==> config.mk <==
export PLATFORM = sky130hd
export DESIGN_NAME = inst_queue
export DESIGN_NICKNAME = d
export VERILOG_FILES = /design/src/rtl/inst_queue.sv
export SDC_FILE = /design/constraint.sdc
export NUM_CORES = 1
export LEC_CHECK = 0
export CAP_MARGIN = 10
export CELL_PAD_IN_SITES_DETAIL_PLACEMENT = 0
export CELL_PAD_IN_SITES_GLOBAL_PLACEMENT = 1
export CORE_MARGIN = 4
export CORE_UTILIZATION = 57
export DETAILED_ROUTE_END_ITERATION = 6
export PLACE_DENSITY = 0.81
export SETUP_SLACK_MARGIN = 0.5
export SYNTH_ARGS = -nofsm -noshare
export SYNTH_HDL_FRONTEND = slang
export SYNTH_SLANG_ARGS = --single-unit
==> constraint.sdc <==
create_clock -name clk -period 15 [get_ports clk]
set_input_delay 2.25 -clock clk [delete_from_list [all_inputs] [get_ports clk]]
set_output_delay 2.25 -clock clk [all_outputs]
set_load 0.03 [all_outputs]
==> src/rtl/inst_queue.sv <==
// Instruction queue between fetch and dispatch.
// Circular buffer of {pc, instruction} pairs. Once a redirect flush has
// left a fetch in flight, the queue discards that one stale response.
module inst_queue #(
  parameter int unsigned DEPTH = 16
) (
  input  logic                       clk,
  input  logic                       rst_n,
  input  logic                       imem_resp,
  input  logic [31:0]                imem_rdata,
  input  logic [31:0]                pc_reg,
  input  logic                       imem_outstanding,
  input  logic                       flush,
  input  logic                       deq,
  output logic                       stall_inst,
  output logic                       inst_valid,
  output logic [31:0]                inst_out,
  output logic [31:0]                pc_out,
  output logic [$clog2(DEPTH):0]     count
);

  localparam int unsigned AW = $clog2(DEPTH);

  localparam logic [0:0] NORMAL  = 1'b0;
  localparam logic [0:0] DISCARD = 1'b1;

  localparam logic [AW:0]   FULL_CNT = (AW+1)'(DEPTH);
  localparam logic [AW-1:0] PTR_ONE  = AW'(1);
  localparam logic [AW:0]   CNT_ONE  = (AW+1)'(1);

  logic [63:0]   mem [DEPTH];
  logic [AW-1:0] head;
  logic [AW-1:0] tail;
  logic [0:0]    state;
  logic          deq_fire;
  logic          enq_fire;

  // Handshake qualification; a full queue still accepts when the head leaves this cycle
  always_comb begin
    deq_fire = deq && (count != '0) && !flush;
    enq_fire = imem_resp && (state == NORMAL) && !flush &&
               ((count < FULL_CNT) || deq_fire);
  end

  // Pointer and occupancy bookkeeping; flush overrides every other update
  always_ff @(posedge clk or negedge rst_n) begin
    if (!rst_n) begin
      head  <= '0;
      tail  <= '0;
      count <= '0;
    end else if (flush) begin
      head  <= '0;
      tail  <= '0;
      count <= '0;
    end else begin
      if (deq_fire) head <= head + PTR_ONE;
      if (enq_fire) tail <= tail + PTR_ONE;
      if (enq_fire && !deq_fire)      count <= count + CNT_ONE;
      else if (deq_fire && !enq_fire) count <= count - CNT_ONE;
    end
  end

  // Stale-response tracking: drop exactly one response that was in flight at flush
  always_ff @(posedge clk or negedge rst_n) begin
    if (!rst_n) begin
      state <= NORMAL;
    end else if (flush) begin
      state <= (imem_outstanding && !imem_resp) ? DISCARD : NORMAL;
    end else if ((state == DISCARD) && imem_resp) begin
      state <= NORMAL;
    end
  end

  // Entry storage, intentionally left unreset
  always_ff @(posedge clk) begin
    if (enq_fire) mem[tail] <= {pc_reg, imem_rdata};
  end

  // Head read and status flags from registered state only
  always_comb begin
    inst_valid = (count != '0);
    stall_inst = (count == FULL_CNT);
    pc_out     = mem[head][63:32];
    inst_out   = mem[head][31:0];
  end

endmodule

==> flow_summary.toml <==
[cells_and_area]
layout_commonest_cell = "edfxtp_1"
final_area_sq_mm = 0.04482
final_util_pct = 66.27
nets = 1947
syn_to_final_growth_pct = 14.49
final_cell_mix = "edfxtp_1 (1,024), mux4_2 (256), clkdlybuf4s50_1 (140), a22oi_1 (128), clkbuf_16 (101)"
fin_cells = 2828
drive_above_1_share_pct = 23.20

[timing]
rsz0062_at_grt = "no"
slew_headroom_pct = 20.53
finalCritPeriodShare_pct = 49.41
setup_viol = 0
finClkSkew_ns = 0.01937
fin_tns_setup_ns = 0
worstMarginPinSlew_ns = 1.189
final_max_slew_viol_count = 0
fmax_mhz = 134.9
hold_viol = 0
period_needed_ns = 7.411

[worst_setup_path]
regToRegSetupSlack_ns = 11.13
slowest_stage = "dfrtp_4"
path_cells = "buf_12 > buf_4 > mux4_2 > a22oi_1 > nand2_1 > clkdlybuf4s50_1"
cp.required_ns = 12.75
cp-start-kind = "flop"
path_buf_inv = 3
endpoint_kind = "primary output"
worst_path_largest_cell_delay_ns = 1.00
critPathMaxFanout = 122
path_delay_family = "buffers and inverters"
crit_type = "flop to primary output"
cp.arrival_ns = 5.16

[logic_synthesis]
ys_warn_count = 0
yosys.cell_types.count = 37
synthCells = 1681
ys_seq_elements = 1038
avgSynthCellArea_sq_um = 23.29
yosys.area_share.xor_xnor_pct = 0.1342
synth_edf_count = 1024
synth.cell_area_sq_mm = 0.03915
yosys.area_share.simple_pct = 1.480
async_reset_ff_share_pct = 1.349
yosys.area_share.adder_pct = 0.3388
yosysTopAreaCell = "edfxtp_1"
synth_top_family_by_area = "multiplexers"
netlist_top_cells_area = "edfxtp_1 (79%), mux4_2 (15%), a22oi_1 (2.5%)"
synthFlopType = "edfxtp_1"
ys_seq_area_share_pct = 79.43
syn-num-nets = 1761
synth_compound_area_share_pct = 2.780
synth.area.mux_share_pct = 14.78
yosysTopAreaCellShare_pct = 78.54

[clocking]
cts_max_level = 3
cts.hold.buffers_added = 0
cts_root_buffer = "clkbuf_16"
clkTransAtPathRegs_ns = 0.06
postCtsSetupBuffers = 0
cts_tree = "done"
cts_buffer_depth = 3
clk_latency_ns = 0.65
clock-sinks = 1038
cts_made_buffers = 101
post_cts_resized = 0

[floorplanning]
rows = 95
io_pins = 141
fp.dieArea_sq_mm = 0.07294
start_util_pct = 57.89
core_sq_mm = 0.06763
dieWidth_um = 270.1
die_h_um = 270.1

[status]
outcome = "finished clean"

[power]
leakagePower_nw = 13.91
p_per_area_mw_per_mm2 = 155.5
clkPwrFrac_pct = 34.9
switchingPower_mw = 1.759
p_comb_share_pct = 18.0
vdd_ir_drop_max_v = 0.0001581
seq_power_share_pct = 47.1
switching_share_pct = 25.24
p_int_mw = 5.210

[job]
drv_cap = 0

[detailed_routing]
drt_first_iter_violations = 2388
ant_nets = 0
wl_per_cell_um = 30.47
top_layer = "met5"
wl_met3_um = 6798
routed_wl_um = 86170
dr.pass1.iters = 5
wl_met1_um = 33890
dr_wl_met2_um = 43970
drc_errors = 0
vias = 18459
vias_per_cell = 6.527

[global_routing]
grt_max_degree = 123
grt_pass1_wl_um = 128100
overflow = 0
grt_pass1_vias = 19129
antenna_found_initial = 3
gr-usage-all-layers_pct = 23.76

[place]
dp_hpwl_um = 41850
dp_cells = 2637
portBuffers = 140
gp_congestion = 0.7344
dpl_cell_area_sq_mm = 0.04164

[hold_path]
min-delay-path-class = "flop to flop"
==> layout make-up <==
class	instances	area, sq um
clock buffers	117	2587
inverters	8	30.03
multi-input cells	544	7739
well taps	873	1092
repair buffers	174	1669
flip-flops and latches	1038	31110
diodes	2	5.005
clock inverters	72	593.1
fillers	4187	22810
==> final timing paths <==
| path | start | end | cells after the start |
|---|---|---|---|
| max | head[0] | inst_out[0] | 6 |
| min | state | state | 2 |
| max reg2reg | state | mem[15][14] | 4 |
| min reg2reg | state | state | 2 |
| max in group asynchronous | rst_n | head[0] | 1 |
| min in group asynchronous | rst_n | state | 1 |
==> state kept, by name, indices dropped and copies added (netlist names) <==
| name | flops |
|---|---|
| mem | 1024 |
| state | 1 |
| count | 5 |
| head | 4 |
| tail | 4 |
==> cells in the mapped netlist (2+ instances only) <==
master,number
buf_2,27
o21ai_0,4
a22oi_1,128
nand3_1,5
mux4_2,256
nand2_1,70
nor3b_1,3
buf_1,9
nand4_1,2
xor2_1,6
nand4b_1,2
mux2i_1,2
a21oi_1,6
inv_1,8
and2_1,11
o211ai_1,3
nor2b_1,2
ha_1,9
nor2_1,15
dfrtp_1,14
edfxtp_1,1024
clkbuf_1,54
nor4_1,4
nand2b_1,3
nand3b_1,2
==> per-stage QoR <==
step	setup slack [ns]	hold WS [ns]	power [mW]
2_1_floorplan	5.147	0.5024	4.229
3_3_place_gp	8.211	0.5682	4.597
3_5_place_dp	8.133	0.5806	4.617
4_1_cts	7.411	0.5891	7.026
5_1_grt	7.086	0.6375	7.230
6_report	7.589	0.5999	6.968
==> routing by layer <==
metal	vias to the layer above	track usage, %
met1	9913	34.30
met5	-	0.1974
met4	4	5.310
met3	111	3.873
li1	7579	-
met2	852	39.28
==> cells by family after synthesis <==
logic type,after synthesis
adders and majority gates,10
and+or+nand+nor,124
DFF,1038
xor gates and xnor gates,6
buffers and inverters,99
muxes,258
AOI/OAI and AO/OA,146
==> worst reg2reg max path, cell delays in order (launching register included) <==
cell and delay, ns:
dfrtp_1 0.40, nor3b_1 0.58, nand4_1 0.59, nor2_4 1.09
buf_4 0.81
==> power by group through the flow <==
stage                     clock network, mW  registers [mW]  logic (mW)
after global placement                    0            3.34        1.25
after global routing                   2.59            3.29        1.35
final                                  2.43            3.28        1.25
after CTS                              2.46            3.29        1.28
after floorplan                           0            3.31       0.914
after detailed placement                  0            3.35        1.27
No activity file was read; power rests on OpenSTA's default activity.
